==> src/rtl/score_bcd.sv <==
// score_bcd
//   Score keeper plus sequential binary-to-BCD converter that feeds the
//   32-bit x word of the seven-segment display driver.
//
//   Ports
//     clk, rst         : clock, asynchronous active-high reset
//     game_start       : pulse, clears the score and starts a game
//     game_over        : pulse, stops the game and commits the high score
//     inc              : pulse, adds STEP points while a game is running
//     show_high        : level, 1 displays the high score, 0 the current score
//     x[31:0]          : [15:0] four BCD digits, [31:16] legend/all-on enable
//     running          : game in progress
//     score, high      : binary current score and high score
//     upd              : one-cycle pulse whenever x is reloaded
module score_bcd #(
  parameter int W    = 14,
  parameter int MAX  = 9999,
  parameter int STEP = 1
) (
  input  logic         clk,
  input  logic         rst,
  input  logic         game_start,
  input  logic         game_over,
  input  logic         inc,
  input  logic         show_high,
  output logic [31:0]  x,
  output logic         running,
  output logic [W-1:0] score,
  output logic [W-1:0] high,
  output logic         upd
);

  localparam int CNT_W = $clog2(W + 1);

  typedef enum logic [1:0] {IDLE, SHIFT, DONE} state_t;

  state_t         state_q, state_d;
  logic [W-1:0]   bin_q, bin_d;
  logic [15:0]    bcd_q, bcd_d;
  logic [CNT_W-1:0] cnt_q, cnt_d;
  logic           sel_q, sel_d;
  logic [31:0]    x_q, x_d;
  logic           upd_q, upd_d;
  logic [W-1:0]   score_q, score_d;
  logic [W-1:0]   high_q, high_d;
  logic           running_q, running_d;

  logic [W:0]     sum;
  logic [15:0]    bcd_adj;

  // Score bookkeeping. game_over commits the high score from the pre-edge
  // score before game_start gets a chance to clear it, so a simultaneous
  // end/restart keeps the finished game's result. The sum carries one
  // extra bit so saturation at MAX can never be fooled by a wrap.
  always_comb begin
    score_d   = score_q;
    high_d    = high_q;
    running_d = running_q;
    sum       = {1'b0, score_q} + (W+1)'(STEP);

    if (game_over) begin
      if (score_q > high_q) high_d = score_q;
      running_d = 1'b0;
    end

    if (game_start) begin
      score_d   = '0;
      running_d = 1'b1;
    end else if (inc && running_q) begin
      score_d = (sum > (W+1)'(MAX)) ? W'(MAX) : sum[W-1:0];
    end
  end

  // Free-running double-dabble converter. IDLE snapshots the selected
  // source so changes during SHIFT only show up in the next conversion.
  // Each SHIFT cycle applies the +3 correction to every nibble of 5 or
  // more, then shifts the combined {bcd, bin} register left by one.
  always_comb begin
    state_d = state_q;
    bin_d   = bin_q;
    bcd_d   = bcd_q;
    cnt_d   = cnt_q;
    sel_d   = sel_q;
    x_d     = x_q;
    upd_d   = 1'b0;

    bcd_adj = bcd_q;
    for (int i = 0; i < 4; i++) begin
      if (bcd_adj[i*4 +: 4] >= 4'd5) bcd_adj[i*4 +: 4] = bcd_adj[i*4 +: 4] + 4'd3;
    end

    case (state_q)
      IDLE: begin
        bin_d   = show_high ? high_q : score_q;
        bcd_d   = '0;
        cnt_d   = '0;
        sel_d   = show_high;
        state_d = SHIFT;
      end
      SHIFT: begin
        {bcd_d, bin_d} = {bcd_adj, bin_q} << 1;
        cnt_d = cnt_q + CNT_W'(1);
        if (cnt_q == CNT_W'(W - 1)) state_d = DONE;
      end
      DONE: begin
        x_d     = {(sel_q ? 16'hFFFF : 16'h0000), bcd_q};
        upd_d   = 1'b1;
        state_d = IDLE;
      end
      default: state_d = IDLE;
    endcase
  end

  // All state registers, cleared asynchronously.
  always_ff @(posedge clk or posedge rst) begin
    if (rst) begin
      state_q   <= IDLE;
      bin_q     <= '0;
      bcd_q     <= '0;
      cnt_q     <= '0;
      sel_q     <= 1'b0;
      x_q       <= '0;
      upd_q     <= 1'b0;
      score_q   <= '0;
      high_q    <= '0;
      running_q <= 1'b0;
    end else begin
      state_q   <= state_d;
      bin_q     <= bin_d;
      bcd_q     <= bcd_d;
      cnt_q     <= cnt_d;
      sel_q     <= sel_d;
      x_q       <= x_d;
      upd_q     <= upd_d;
      score_q   <= score_d;
      high_q    <= high_d;
      running_q <= running_d;
    end
  end

  assign x       = x_q;
  assign upd     = upd_q;
  assign score   = score_q;
  assign high    = high_q;
  assign running = running_q;

endmodule
==> config.mk <==
export PLATFORM = sky130hd
export DESIGN_NAME = score_bcd
export DESIGN_NICKNAME = d
export VERILOG_FILES = /design/src/rtl/score_bcd.sv
export SDC_FILE = /design/constraint.sdc
export NUM_CORES = 1
export LEC_CHECK = 0
export CAP_MARGIN = 20
export CELL_PAD_IN_SITES_DETAIL_PLACEMENT = 1
export CELL_PAD_IN_SITES_GLOBAL_PLACEMENT = 1
export CORE_AREA = 2 2 105 107
export CTS_BUF_LIST = sky130_fd_sc_hd__clkbuf_8
export CTS_CLUSTER_DIAMETER = 150
export DETAILED_ROUTE_END_ITERATION = 6
export DIE_AREA = 0 0 107 109
export GPL_TIMING_DRIVEN = 0
export HOLD_SLACK_MARGIN = 0.02
export PLACE_DENSITY = 0.93
export SYNTH_ARGS = -nofsm -noshare
export SYNTH_HDL_FRONTEND = slang
export SYNTH_SLANG_ARGS = --single-unit
==> constraint.sdc <==
create_clock -name clk -period 7.5 [get_ports clk]
set_input_delay 1.5 -clock clk [delete_from_list [all_inputs] [get_ports clk]]
set_output_delay 1.5 -clock clk [all_outputs]
set_load 0.05 [all_outputs]
==> impl_metrics.yaml, run 1 <==
outcome:
  status: "finished, final reports clean"
die:
  core_sq_um: 10600
  start_util_pct: 46.1
  die_x_um: 107
  rows: 38
  dieArea_sq_um: 11700
  die_y_um: 109
  pin_count: 68
routing:
  wl_met1_um: 5410
  drtIter0Drc: 149
  wl_met3_um: 486
  dr_wl_met2_um: 7690
  antenna_left: 0
  num_vias: 4196
  top_layer: "met4"
  routed_wl_um: 14000
  drc: 0
  viasPerCell: 5.75
  first_pass_iters: 4
  wl_per_cell_um: 19.1
sta:
  rsz0062_at_grt: "no"
  worstMarginPinSlew_ns: 0.804
  max_freq_mhz: 283
  fin_crit_ns: 3.53
  slew_viol_final: 0
  min_period_over_period_pct: 47.0
  setup_viol: 0
  fin_skew_ns: 0.00809
  slew_headroom_pct: 46.0
  fin_tns_setup_ns: 0
  finalHoldViolCount: 0
  layout_setup_ws_ns: 3.97
clock_network:
  h-tree-depth: 3
  tritoncts: "done"
  cts_sinks: 84
  numCtsBuffers: 9
  cts_resized: 0
  cts_hold_buffers: 0
  root_buffer: "clkbuf_8"
  clk_pin_slew_ns: 0.09
  clockBufferDepth: 2
  clkLatencyLatePin_ns: 0.36
  cts_setup_buffers: 0
synthesis:
  syn_inst: 509
  ys_types: 49
  synth_area_sq_um: 4880
  yosysWarnings: 0
  ys.flop_type: "dfrtp_1"
  seq_area_frac_synth_pct: 43.0
  ys_async_sr_fraction_pct: 100
  avgSynthCellArea_sq_um: 9.60
  ys_ff_latch: 84
  synth-edff-count: 0
  synth_fp_nets: 542
grt:
  grt_pass1_vias: 4655
  track_usage_pct: 25.5
  grt_pass1_wl_um: 23100
  grt_antenna_before_repair: 0
  grt-ovfl-total: 0
  grt_max_degree: 72
power:
  p_leak_nw: 2.56
  power_density_nw_per_um2: 209
  peakVddDrop_v: 0.000137
  p_total_mw: 1.24
worst_setup_path:
  crit_required_ns: 6.00
  slowest_delay_ns: 0.81
  cp_cell_sequence: "buf_4 -> clkdlybuf4s50_1"
  crit_path_start_kind: "register"
  r2r-start: "score[1]$_DFFE_PP0P_"
  crit_path_max_fanout: 17
  cp.arrival_ns: 2.03
  cp_slowest_cell: "clkdlybuf4s50_1"
  path_class: "reg2out"
  crit_start: "x[30]$_DFFE_PP0P_"
  critPathCaptureType: "output pin"
place:
  dp_worst_setup_slack_ns: 3.99
  hpwl_um: 10300
  io_buffer_count: 65
  place_congestion: 0.916
finish:
  fillCellCount: 1214
  nets: 619
  syn2layout_area_growth_pct: 21.4
  drive_gt1_share_pct: 12.0
  diodes: 0
min_path:
  hold_path.class: "reg2reg"
  min_from: "bin_q[12]$_DFFE_PP0P_"
run:
  cap_viol_max_count: 0
==> path summary, 6_finish.rpt <==
kind	slack, ns	end	cells after the start
max in group asynchronous	5.42	bcd_q[0]$_DFFE_PP0P_	3
worst max register to register	4.03	score[3]$_DFFE_PP0P_	9
worst min register to register	0.49	bin_q[12]$_DFFE_PP0P_	2
worst min-delay path	0.49	bin_q[12]$_DFFE_PP0P_	2
worst max-delay path	3.97	x[30]	2
min in group asynchronous	1.46	score[3]$_DFFE_PP0P_	2
==> cells in the final DEF (no fill, tap or decap), types with 11 or more instances in the layout <==
cell type / count
a21oi_1: 32
dfrtp_1: 84
o21ai_0: 42
nand2_1: 49
nor3_1: 11
mux2i_1: 19
inv_1: 33
clkbuf_1: 24
ha_1: 27
nor2_1: 30
clkdlybuf4s50_1: 65
mux2_2: 28
buf_4: 16
==> synthesized netlist by cell type (all sizes together) (3+ instances only) <==
cell | count | area (sq um)
dfrtp | 84 | 2100
nand2 | 49 | 184
o21ai | 42 | 210
inv | 34 | 128
a21oi | 32 | 160
nor2 | 30 | 113
mux2 | 28 | 315
ha | 27 | 338
clkbuf | 24 | 90.1
buf | 22 | 153
mux2i | 19 | 190
nor3 | 11 | 55.1
a21o | 10 | 75.1
nand2b | 10 | 62.6
nand3 | 8 | 40.0
nor4 | 8 | 65.1
nand4 | 7 | 58.8
xnor2 | 7 | 61.3
nor3b | 6 | 45.0
or3 | 6 | 42.5
a211o | 5 | 43.8
o31ai | 5 | 37.5
a221oi | 4 | 35.0
xor2 | 4 | 42.6
a22o | 3 | 26.3
==> cell type report <==
cell class	instances	area, sq um	share of cell area [%]
multi-input combinational	345	2410	40.7
sequential	84	2100	35.4
timing repair buffer	66	678	11.4
buffer	46	243	4.09
tap	140	175	2.95
clock buffer	10	138	2.32
inverter	34	130	2.19
clock inverter	5	52.6	0.886
==> power by group <==
group	leakage (nW)	switching (mW)	internal, mW
Sequential	1.14	0.0312	0.494
Clock	0.0979	0.168	0.160
Combinational	1.33	0.246	0.140
==> layer usage <==
metal / GRT usage (%) / up-vias
met2: 48.8 / 107
met1: 27.9 / 2130
met3: 3.35 / 34
li1: - / 1925
met5: 0 / -
met4: 11.6 / 0
==> critical path: cells and delay by family (launching register included) <==
kind | cells | cell delay (ns)
DFF | 1 | 0.66
buffers and inverters | 2 | 1.01
==> cells by family (layout without fill, tap and decap cells) <==
group,Yosys count,in the layout,synth area share (%)
and+or+nand+nor,148,148,15.7
DFF,84,84,43.0
xor gates and xnor gates,11,11,2.13
AOI/OAI and AO/OA,112,112,14.3
buffers and inverters,80,161,7.58
muxes,47,47,10.3
adders and majority gates,27,27,6.92
==> stage by stage <==
| stage | util, % | cells | hold WS [ns] | instance area [sq um] |
|---|---|---|---|---|
| 4_1_cts | 55.9 | 730 | 0.500 | 5930 |
| 3_3_place_gp | 53.9 | 714 | 0.464 | 5710 |
| 2_1_floorplan | - | 509 | 0.450 | 4880 |
| 5_1_grt | 55.9 | 730 | 0.539 | 5930 |
| 3_5_place_dp | 54.1 | 715 | 0.481 | 5740 |
| 6_report | 55.9 | 730 | 0.495 | 5930 |
==> state kept, by name, summed over array words and instances (netlist names) <==
register,count
upd,1
running,1
state_q,2
bcd_q,16
sel_q,1
score,14
bin_q,14
cnt_q,4
high,14
x,17
(Power assumes the default switching activity.)
==> run 2: changes to the inputs <==
CORE_AREA = 2 2 114 116   (was 2 2 105 107)
DIE_AREA = 0 0 116 118   (was 0 0 107 109)
PLACE_DENSITY = 0.84   (was 0.93)
clock period = 2.9 ns   (was 7.5 ns; I/O delays follow)
==> run 2 against run 1 <==
  * Core utilization shrank 5.2 points
  * Combinational power grew to 2.6 times the previous value
  * Sequential share of layout area fell by 1.9 points
  * Register-to-register slack got worse by 4.0 ns
  * Cell count rose by 7.7%
  * Cell area up 6.1%
  * Total power rose to 2.7 times the previous value
  * First-iteration DRC count is 57% higher
  * Global-route usage fell by 4.6 points
  * Clock skew grew 0.0056 ns
  * Routed wire length down 0.78%
  * Critical path type is now reg2reg
  * Largest cell class unchanged
==> impl_metrics.yaml, run 2 (synthesis gave the netlist of run 1 again) <==
finish:
  seq_area_sq_um: 2110
  largest_register_ffs: 17
  nets: 643
  fillCellCount: 1446
  layoutNonFillerInstCount: 786
  diodes: 0
  drive_gt1_share_pct: 18.6
  multiInputGateArea_sq_um: 2450
  syn2layout_area_growth_pct: 28.8
  mostFrequentLayoutCell: "dfrtp_1"
  mostFrequentLayoutCells: "78 x dfrtp_1, 65 x clkdlybuf4s50_1, 49 x nand2_1"
place:
  dp_worst_setup_slack_ns: -0.357
  hpwl_um: 9800
  io_buffer_count: 65
  dp.cells: 747
  place_congestion: 0.867
sta:
  fin_skew_ns: 0.0137
  fin_tns_setup_ns: 0
  rsz0062_at_grt: "yes"
  fin_crit_ns: 2.84
  min_period_over_period_pct: 98.0
  holdWs_ns: 0.488
  worstMarginPinSlew_ns: 0.613
  slew_headroom_pct: 59.1
  layout_setup_ws_ns: 0.0575
  setup_viol: 0
  max_freq_mhz: 352
  finalHoldViolCount: 0
  slew_viol_final: 0
worst_setup_path:
  path_class: "reg2reg"
  crit_start: "score[10]$_DFFE_PP0P_"
  crit_required_ns: 3.16
  worstReg2RegEnd: "score[4]$_DFFE_PP0P_"
  crit_path_max_fanout: 7
  crit_family: "simple AND/OR/NAND/NOR gates"
  crit_path_start_kind: "register"
  rr_worst_depth: 9
  slowest_delay_ns: 0.52
  r2r_slack_ns: 0.06
  cp-endpoint: "score[4]$_DFFE_PP0P_"
  cp_slowest_cell: "dfrtp_1"
  cp.arrival_ns: 3.10
  cp_num_buf_inv: 2
  r2r-start: "score[10]$_DFFE_PP0P_"
  worst-path-stages: 9
  crit_path_frequent_cell: "buf_6"
  critPathCaptureType: "register"
  cp_cell_sequence: "and4_1 -> or4b_4 -> xor2_4 -> or3_4 -> o221ai_4 -> buf_6 -> buf_6 -> nor4_1 -> a211o_1"
routing:
  routed_wl_um: 13900
  drc: 0
  viasPerCell: 5.38
  drtIter0Drc: 234
  wl_per_cell_um: 17.6
  num_vias: 4225
  antenna_left: 0
  first_pass_iters: 4
clock_network:
  cts_sinks: 84
  root_buffer: "clkbuf_8"
  clk_pin_slew_ns: 0.09
  tritoncts: "done"
  numCtsBuffers: 9
  clkLatencyLatePin_ns: 0.36
  h-tree-depth: 3
  cts_hold_buffers: 0
  clockBufferDepth: 2
die:
  die_y_um: 118
  pin_count: 68
  die_x_um: 116
  dieArea_sq_um: 13700
  start_util_pct: 39.3
  core_sq_um: 12400
  rows: 41
power:
  power_density_nw_per_um2: 526
  p_leak_nw: 2.73
  peakVddDrop_v: 0.000229
run:
  cap_viol_max_count: 0
grt:
  grt_max_degree: 46
  track_usage_pct: 20.8
  grt_antenna_before_repair: 0
  grt-ovfl-total: 0
  grt_pass1_vias: 4514
  grt_pass1_wl_um: 22600
outcome:
  status: "finished, final reports clean"
min_path:
  hold_path.class: "reg2reg"
-- run 2: changes by cell type in the layout (fill, tap and decap cells not counted), moves of 3 or more --
cell | previous run | this run
dfrtp_1 | 84 | 78
clkbuf_2 | 0 | 6
clkinv_2 | 3 | 0
buf_4 | 16 | 36
buf_6 | 1 | 6
clkbuf_1 | 24 | 18
dfrtp_2 | 0 | 6
-- run 2: final cells by class --
type | instances | share of cell area [%]
plain buffers | 45 | 4.17
clock buffers | 10 | 2.19
clock inverters | 5 | 1.35
inverters | 34 | 2.07
multi-input cells | 345 | 39.0
flip-flops and latches | 84 | 33.5
well taps | 172 | 3.42
repair buffers | 91 | 14.3
-- run 2: worst min-delay path by stage --
stage                          startpoint                     to  slack [ns]  cells after the start
floorplan           bin_q[10]$_DFFE_PP0P_  bin_q[10]$_DFFE_PP0P_        0.45                      2
global placement    bin_q[12]$_DFFE_PP0P_  bin_q[12]$_DFFE_PP0P_        0.46                      2
CTS                  bin_q[6]$_DFFE_PP0P_   bin_q[6]$_DFFE_PP0P_        0.49                      2
global route         bin_q[6]$_DFFE_PP0P_   bin_q[6]$_DFFE_PP0P_        0.52                      2
detailed placement   bin_q[6]$_DFFE_PP0P_   bin_q[6]$_DFFE_PP0P_        0.47                      2
finish               bin_q[6]$_DFFE_PP0P_   bin_q[6]$_DFFE_PP0P_        0.49                      2
-- run 2: routing by layer --
metal | share of wire, % | GRT usage (%) | routed length, um | vias up
li1 | - | - | - | 1971
met1 | 40 | 24.7 | 5580 | 2122
met2 | 54 | 37.4 | 7430 | 102
met3 | 3.6 | 4.07 | 495 | 30
met4 | 2.5 | 6.70 | 353 | 0
met5 | 0 | 0 | 0 | -
-- run 2: where the power goes --
part           internal, mW  switching, mW
Sequential             1.28         0.0736
Clock                 0.508          0.441
Combinational         0.374          0.636
-- run 2: worst min-delay path: cells and delay by family (launching register included) --
| kind | cells | cell delay (ns) |
|---|---|---|
| AOI/OAI and AO/OA | 1 | 0.06 |
| DFF | 1 | 0.35 |
| and+or+nand+nor | 1 | 0.05 |
-- run 2: metrics by stage --
step / instance area (sq um) / utilization (%) / total power, mW
finish: 6290 / 50.7 / 3.31
global route: 6290 / 50.7 / 3.45
CTS: 6180 / 49.8 / 3.35
detailed placement: 5780 / 46.6 / 2.38
global placement: 5750 / 46.4 / 2.33
floorplan: 4890 / - / 2.04
-- run 2: what timing repair did --
action | 4_1_cts | 5_1_grt
endpoints found under the setup margin | 13 | 17
pin swaps | 5 | 6
resized for setup | 13 | 14
buffers inserted | 14 | 11
